===== src/rtl/ofdm_pkg.sv =====
// Shared OFDM transmit-chain definitions: modulation widths, mapper state
// encoding and constellation level helpers (constant arithmetic only).
package ofdm_pkg;

  localparam int BPS_QPSK  = 2;
  localparam int BPS_QAM16 = 4;

  localparam logic ST_IDLE_ENC = 1'b0;
  localparam logic ST_MAP_ENC  = 1'b1;

  typedef enum logic {
    IDLE = ST_IDLE_ENC,
    MAP  = ST_MAP_ENC
  } state_e;

  // QPSK: bit 0 -> +A, bit 1 -> -A, with A = 2^(awidth-2)
  function automatic int qpsk_level(input logic b, input int awidth);
    int a;
    a = 32'sd1 <<< (awidth - 2);
    if (b) begin
      return -a;
    end else begin
      return a;
    end
  endfunction

  // 16-QAM Gray axis: 00 -> -3U, 01 -> -U, 11 -> +U, 10 -> +3U, U = 2^(awidth-3)
  function automatic int qam_level(input logic [1:0] bits2, input int awidth);
    int u;
    u = 32'sd1 <<< (awidth - 3);
    case (bits2)
      2'b00:   return -((u <<< 1) + u);
      2'b01:   return -u;
      2'b11:   return u;
      2'b10:   return (u <<< 1) + u;
      default: return 32'sd0;
    endcase
  endfunction

endpackage


===== src/rtl/qam_mapper_lut.sv =====
// Combinational constellation lookup: one BPS-bit symbol group to a signed
// (I,Q) point. Only QPSK and 16-QAM groupings elaborate.
module qam_lut
  import ofdm_pkg::*;
#(
  parameter int BPS    = 2,
  parameter int AWIDTH = 8
) (
  input  logic [BPS-1:0]           group_i,
  output logic signed [AWIDTH-1:0] i_o,
  output logic signed [AWIDTH-1:0] q_o
);

  generate
    if (BPS == BPS_QPSK) begin : g_qpsk
      // I from bit 0, Q from bit 1
      always_comb begin
        i_o = AWIDTH'(qpsk_level(group_i[0], AWIDTH));
        q_o = AWIDTH'(qpsk_level(group_i[1], AWIDTH));
      end
    end else if (BPS == BPS_QAM16) begin : g_qam16
      // I from bits [1:0], Q from bits [3:2]
      always_comb begin
        i_o = AWIDTH'(qam_level(group_i[1:0], AWIDTH));
        q_o = AWIDTH'(qam_level(group_i[3:2], AWIDTH));
      end
    end else begin : g_bad_bps
      $error("qam_lut: BPS must be 2 (QPSK) or 4 (16-QAM)");
      // Unreachable configuration; outputs tied off
      always_comb begin
        i_o = '0;
        q_o = '0;
      end
    end
  endgenerate

endmodule


===== src/rtl/qam_mapper.sv =====
// Frame-to-symbol mapper: accepts one packed frame of NSYM groups and streams
// one mapped constellation point per cycle, zero-bubble across frames.
module qam_mapper
  import ofdm_pkg::*;
#(
  parameter int NSYM    = 32,
  parameter int BPS     = 2,
  parameter int AWIDTH  = 8,
  parameter int FRAME_W = NSYM * BPS,
  parameter int IDXW    = (NSYM > 1) ? $clog2(NSYM) : 1
) (
  input  logic                     clk,
  input  logic                     rst,
  input  logic [FRAME_W-1:0]       i_frame,
  input  logic                     i_valid,
  output logic                     i_ready,
  output logic signed [AWIDTH-1:0] o_i,
  output logic signed [AWIDTH-1:0] o_q,
  output logic [IDXW-1:0]          o_idx,
  output logic                     o_last,
  output logic                     o_valid,
  input  logic                     o_ready
);

  localparam logic [IDXW-1:0] LAST_IDX = IDXW'(NSYM - 1);

  state_e                    state_q;
  logic [FRAME_W-1:0]        frame_q;
  logic [IDXW-1:0]           sym_ctr_q;
  logic signed [AWIDTH-1:0]  o_i_q;
  logic signed [AWIDTH-1:0]  o_q_q;
  logic                      o_last_q;
  logic                      o_valid_q;

  logic                      out_hs;
  logic                      ready;
  logic                      load;
  logic [IDXW-1:0]           ctr_d;
  logic [IDXW-1:0]           src_idx;
  logic [FRAME_W-1:0]        src_frame;
  logic [BPS-1:0]            group_d;
  logic signed [AWIDTH-1:0]  lut_i_d;
  logic signed [AWIDTH-1:0]  lut_q_d;

  // Handshake decode and selection of the group mapped into the next sample
  always_comb begin
    out_hs = o_valid_q && o_ready;
    if (state_q == MAP) begin
      ready = out_hs && o_last_q;
    end else begin
      ready = 1'b1;
    end
    load = i_valid && ready;
    if (o_last_q) begin
      ctr_d = '0;
    end else begin
      ctr_d = sym_ctr_q + IDXW'(1);
    end
    // A load always presents group 0 of the incoming frame
    if (load) begin
      src_frame = i_frame;
      src_idx   = '0;
    end else begin
      src_frame = frame_q;
      src_idx   = ctr_d;
    end
    group_d = src_frame[int'(src_idx) * BPS +: BPS];
  end

  qam_lut #(
    .BPS    (BPS),
    .AWIDTH (AWIDTH)
  ) u_lut (
    .group_i (group_d),
    .i_o     (lut_i_d),
    .q_o     (lut_q_d)
  );

  // Mapper FSM with registered sample outputs
  always_ff @(posedge clk or posedge rst) begin
    if (rst) begin
      state_q   <= IDLE;
      frame_q   <= '0;
      sym_ctr_q <= '0;
      o_i_q     <= '0;
      o_q_q     <= '0;
      o_last_q  <= 1'b0;
      o_valid_q <= 1'b0;
    end else begin
      case (state_q)
        IDLE: begin
          if (load) begin
            frame_q   <= i_frame;
            sym_ctr_q <= '0;
            o_i_q     <= lut_i_d;
            o_q_q     <= lut_q_d;
            o_last_q  <= (LAST_IDX == '0);
            o_valid_q <= 1'b1;
            state_q   <= MAP;
          end
        end
        MAP: begin
          if (out_hs) begin
            if (!o_last_q) begin
              sym_ctr_q <= ctr_d;
              o_i_q     <= lut_i_d;
              o_q_q     <= lut_q_d;
              o_last_q  <= (ctr_d == LAST_IDX);
            end else if (load) begin
              frame_q   <= i_frame;
              sym_ctr_q <= '0;
              o_i_q     <= lut_i_d;
              o_q_q     <= lut_q_d;
              o_last_q  <= (LAST_IDX == '0);
            end else begin
              sym_ctr_q <= '0;
              o_last_q  <= 1'b0;
              o_valid_q <= 1'b0;
              state_q   <= IDLE;
            end
          end
        end
        default: begin
          state_q   <= IDLE;
          o_valid_q <= 1'b0;
          o_last_q  <= 1'b0;
        end
      endcase
    end
  end

  assign i_ready = ready;
  assign o_i     = o_i_q;
  assign o_q     = o_q_q;
  assign o_idx   = sym_ctr_q;
  assign o_last  = o_last_q;
  assign o_valid = o_valid_q;

endmodule


===== config.mk =====
export PLATFORM = sky130hd
export DESIGN_NAME = qam_mapper
export DESIGN_NICKNAME = d
export VERILOG_FILES = /design/src/rtl/ofdm_pkg.sv /design/src/rtl/qam_mapper_lut.sv /design/src/rtl/qam_mapper.sv
export SDC_FILE = /design/constraint.sdc
export NUM_CORES = 1
export LEC_CHECK = 0
export ABC_AREA = 1
export CAP_MARGIN = 15
export CORE_MARGIN = 2
export CORE_UTILIZATION = 53
export CTS_BUF_LIST = sky130_fd_sc_hd__clkbuf_2
export CTS_CLUSTER_DIAMETER = 80
export DETAILED_ROUTE_END_ITERATION = 10
export HOLD_SLACK_MARGIN = 0.06
export PLACE_DENSITY = 0.82
export RECOVER_POWER = 25
export SYNTH_ARGS = -nofsm -noshare
export SYNTH_HDL_FRONTEND = slang
export SYNTH_SLANG_ARGS = --single-unit

===== constraint.sdc =====
create_clock -name clk -period 3.9 [get_ports clk]
set_clock_uncertainty 0.2 [all_clocks]
set_input_delay 1.17 -clock clk [delete_from_list [all_inputs] [get_ports clk]]
set_output_delay 1.17 -clock clk [all_outputs]
set_load 0.01 [all_outputs]

Word-level counts from Yosys, hierarchy flattened
Cells that the tools add are included.
{"block": "op_classes", "n_bitwise": 1, "n_mux": 34, "reduce_logical": 6, "shift": 1, "add_sub_neg": 1, "eq_ne": 5}
{"op": "64-bit two-way mux", "count": 3}
{"op": "64-bit one-hot mux with 2 select lines", "count": 1}
{"op": "8-bit two-way mux", "count": 8}
{"op": "64-bit by 7-bit indexed part select with 2-bit output", "count": 1}
{"op": "8-bit one-hot mux with 2 select lines", "count": 2}
{"op": "5-bit two-way mux", "count": 5}
{"op": "1-bit two-way mux", "count": 11}
{"op": "5-bit one-hot mux with 2 select lines", "count": 1}
{"op": "1-bit one-hot mux with 2 select lines", "count": 3}
{"op": "5-bit by 1-bit adder with 5-bit output (second input constant)", "count": 1}
{"op": "5-bit equality test (second input constant)", "count": 1}
{"op": "2-bit by 1-bit != test with 1-bit output (second input constant)", "count": 2}
{"op": "2-bit != test (second input constant)", "count": 2}
{"op": "2-bit AND reduction", "count": 2}
{"op": "4-bit AND reduction", "count": 1}
{"op": "1-bit logical AND", "count": 3}
{"op": "1-bit inverter", "count": 1}
{"block": "word_totals", "out_inout_bits": 24, "inputBits": 68, "wordCells": 55, "regBits": 88}

Logic depth before layout (Yosys ltp)
{"block": "depth", "word_depth": 11, "mapped_depth": 14, "ltp_nobuf": 13}

Hierarchy
A second synthesis with hierarchy kept.
{"block": "unflattened", "hier_cells": 616, "area_unflattened_um2": 4728.3}
{"module": "qam_mapper", "n_inst": 1, "area_each_um2": 4600.7, "cells_each": 598, "seq_area_each_um2": 2202.1}
{"module": "qam_lut", "n_inst": 1, "area_each_um2": 127.6, "cells_each": 18, "seq_area_each_um2": 0.0}

Worst setup path after synthesis
No wires, ideal clock.
{"block": "synth_path", "kind": "input port to output port", "startpoint": "input port o_ready", "endpoint": "output port i_ready", "t_arrival_ns": 1.804, "n_path_buf": 1, "required_ns": 2.530, "path_slack_ns": 0.726, "path_stages": 5, "cell_sequence": "nand2_1 nand2_2 buf_1 nand2_1 inv_1"}
{"block": "synth_between", "elab_chain_cells": 3}
{"item": "from (decl)", "line": "qam_mapper.sv:22", "text": "input logic o_ready"}
{"item": "1-bit logical AND", "line": "qam_mapper.sv:47", "text": "out_hs = o_valid_q && o_ready;"}
{"item": "1-bit logical AND", "line": "qam_mapper.sv:49", "text": "ready = out_hs && o_last_q;"}
{"item": "1-bit two-way mux", "line": "qam_mapper.sv:48", "text": "if (state_q == MAP) begin"}
{"item": "to (decl)", "line": "qam_mapper.sv:16", "text": "output logic i_ready,"}
No other way between the ends.

Worst setup path after layout
Ends and elaborated chain as after synthesis.

==> reports/results.ini <==
[sta]
finalHoldViolations = 0
tightest_slew_ns = 1.615
drv_slew = 39
max_freq_mhz = 264.3
period_share_pct = 97.01
relSlewSlack_pct = -8.232
final.setup.tns_ns = 0
finalSetupViolations = 0
rsz0062_at_grt = false
worst_slack_ns = 0.1166
min_period_ns = 3.783

[pwr]
pwr-share-clk_pct = 34.1
leakagePower_nw = 3.001
power_w = 0.001537
p_int_w = 0.001192
peakVddDrop_v = 0.0002088
pwr-share-seq_pct = 59.5
p_sw_w = 0.0003451
p_sw_share_pct = 22.45
combPwrFrac_pct = 6.4
power.density_nw_per_um2 = 274.8

[floorplanning]
pin_count = 92
initial_utilization_pct = 54.74
core_sq_um = 8217
rows = 33
die_height_microns = 96.13
die_w_microns = 96.13
fp.dieArea_sq_um = 9240

[synth]
yosys_warnings = 0
avgSynthCellArea_sq_um = 7.435
synth_area_sq_um = 4498
synthCells = 605
synth_area_leaders = dfrtp_1, nand2_1, nand3_1, inv_1, nand4_1
ys_seq_area_share_pct = 48.96
syn-num-nets = 674
netlist-cell-type-count = 25
synth_top_cell_area_share_pct = 48.96
ys_ff_latch = 88
synth_top_area_cell = dfrtp_1

[setup_path]
startpoint_type = primary input
cp_data_arrival_time_ns = 2.41
slowest_stage = clkdlybuf4s50_1
crit_fanout = 2
cp-end-kind = output port
cp_top_family = buffers and inverters
crit_chain = clkdlybuf4s50_1 -> nand2_1 -> nand2_2 -> nand2_1 -> inv_1 -> clkdlybuf4s50_1
critical_path_required_ns = 2.53
worstSetupPathType = in2out
cpPeakStageDelay_ns = 0.53
crit_start = o_ready
critPathBufInv = 3
rr_startpoint = o_last

[clocking]
clock_sinks = 88
clk-insertion-delay-late_ns = 0.54
clk_pin_slew_worst_paths_ns = 0.23
cts_hold_buf = 0
h-tree-depth = 3
cts_buffers = 9
cts_buffer_depth = 2
post_cts_buffers = 0
cts_root_buf = clkbuf_2
cts_resized = 0
cts_tree = yes

[cells_and_area]
final_common_cell = nand2_1
fillCellCount = 680
final_cell_mix = nand2_1, inv_1, nand3_1
final_layout_size_suffix_gt1_share_pct = 5.378
diodes = 0
final_util_pct = 68.07
fin_nets = 752
synthToLayoutAreaGrowth_pct = 24.34

[placed_design]
dp_hpwl_microns = 7715
numPortBuffers = 91
dp_slack_ns = 0.06114
gp_congestion = 0.8707

[grt]
grt.total_usage_pct = 25.48
grt_pass1_vias = 3970
grt_max_degree = 78
grt_antenna_before_repair = 0
grt.overflow.total = 0
grt_pass1_wl_microns = 18150

[detailed_routing]
via_per_inst = 5.178
antenna_left = 0
drcViolationCount = 0
wirelength_microns = 11020
dr.pass1.iters = 5
drt_iter0_markers = 357
routed-via-count = 4106
wire_per_inst_microns = 13.90

[hold_path]
worstHoldStart = o_i[6]
hold_class = reg2reg

[outcome]
status = finished with violations
violations = capacitance limit, slew limit

[job]
drv_cap = 1

==> state kept, by name (all words and copies together) (netlist names) <==
register	flops
o_q	8
state_q	1
o_last	1
o_i	8
o_idx	5
o_valid	1
frame_q	64
==> worst reg2reg max path: cells and delay by family (launching register included) <==
family                 cells  cell delay, ns
and+or+nand+nor            9            0.99
DFF                        1            0.46
buffers and inverters      4            0.99
==> stage by stage <==
stage	instance area, sq um	std cells	hold slack, ns
floorplan	4498	605	0.2367
global placement	5473	777	0.2484
detailed placement	5473	777	0.2551
CTS	5608	793	0.2999
global route	5593	793	0.3201
finish	5593	793	0.2986
==> worst paths after layout <==
kind,to,slack [ns],cells after the start
max,i_ready,0.12,6
min,o_i[6],0.30,1
max reg2reg,o_q[7],1.23,13
min reg2reg,o_i[6],0.30,1
max in group asynchronous,frame_q[19],0.52,3
min in group asynchronous,frame_q[10],1.23,2
==> cell families (layout without fill, tap and decap cells) <==
group	count (synthesis)	count (layout)	synth area share, %
and+or+nand+nor	346	346	34.88
buffers and inverters	150	233	13.24
adders and majority gates	1	1	0.2781
DFF	88	88	48.96
AOI/OAI and AO/OA	20	20	2.642
==> area by class of cell <==
type	count	area [sq um]	share of cell area [%]
Clock buffer	11	55.05	0.9843
Clock inverter	5	80.08	1.432
Inverter	117	440.4	7.875
Multi-Input combinational cell	367	1700	30.40
Sequential cell	88	2202	39.37
Tap cell	105	131.4	2.349
Timing Repair Buffer	100	983.4	17.58
==> synth_stat cells <==
| master | instances |
|---|---|
| inv_2 | 4 |
| nand2_1 | 172 |
| nor2_1 | 19 |
| o21ai_0 | 11 |
| buf_4 | 5 |
| o22ai_1 | 2 |
| a31oi_1 | 1 |
| nand3_2 | 1 |
| clkbuf_1 | 20 |
| buf_6 | 1 |
| a22o_1 | 1 |
| buf_1 | 2 |
| o32ai_1 | 1 |
| a21oi_1 | 1 |
| ha_1 | 1 |
| buf_2 | 5 |
| nand3_1 | 96 |
| inv_1 | 113 |
| o211ai_2 | 1 |
| nand4_1 | 52 |
| nor3_1 | 1 |
| or2_2 | 2 |
| o21ai_1 | 2 |
| nand2_2 | 3 |
| dfrtp_1 | 88 |
==> power by group through the flow <==
stage / sequential, W / clock, W / combinational (W)
finish: 0.000914 / 0.000524 / 0.0000989
detailed placement: 0.000930 / 0 / 0.000102
floorplan: 0.000930 / 0 / 0.0000258
CTS: 0.000914 / 0.000530 / 0.000103
global placement: 0.000930 / 0 / 0.000102
global route: 0.000915 / 0.000562 / 0.000108
==> metal layers <==
layer	track usage, %	routed length (microns)
met1	34.64	4842
met2	40.63	5205
met3	5.482	797
met4	8.690	176
met5	0	0
Note: power is estimated with default switching activity, not from simulation.
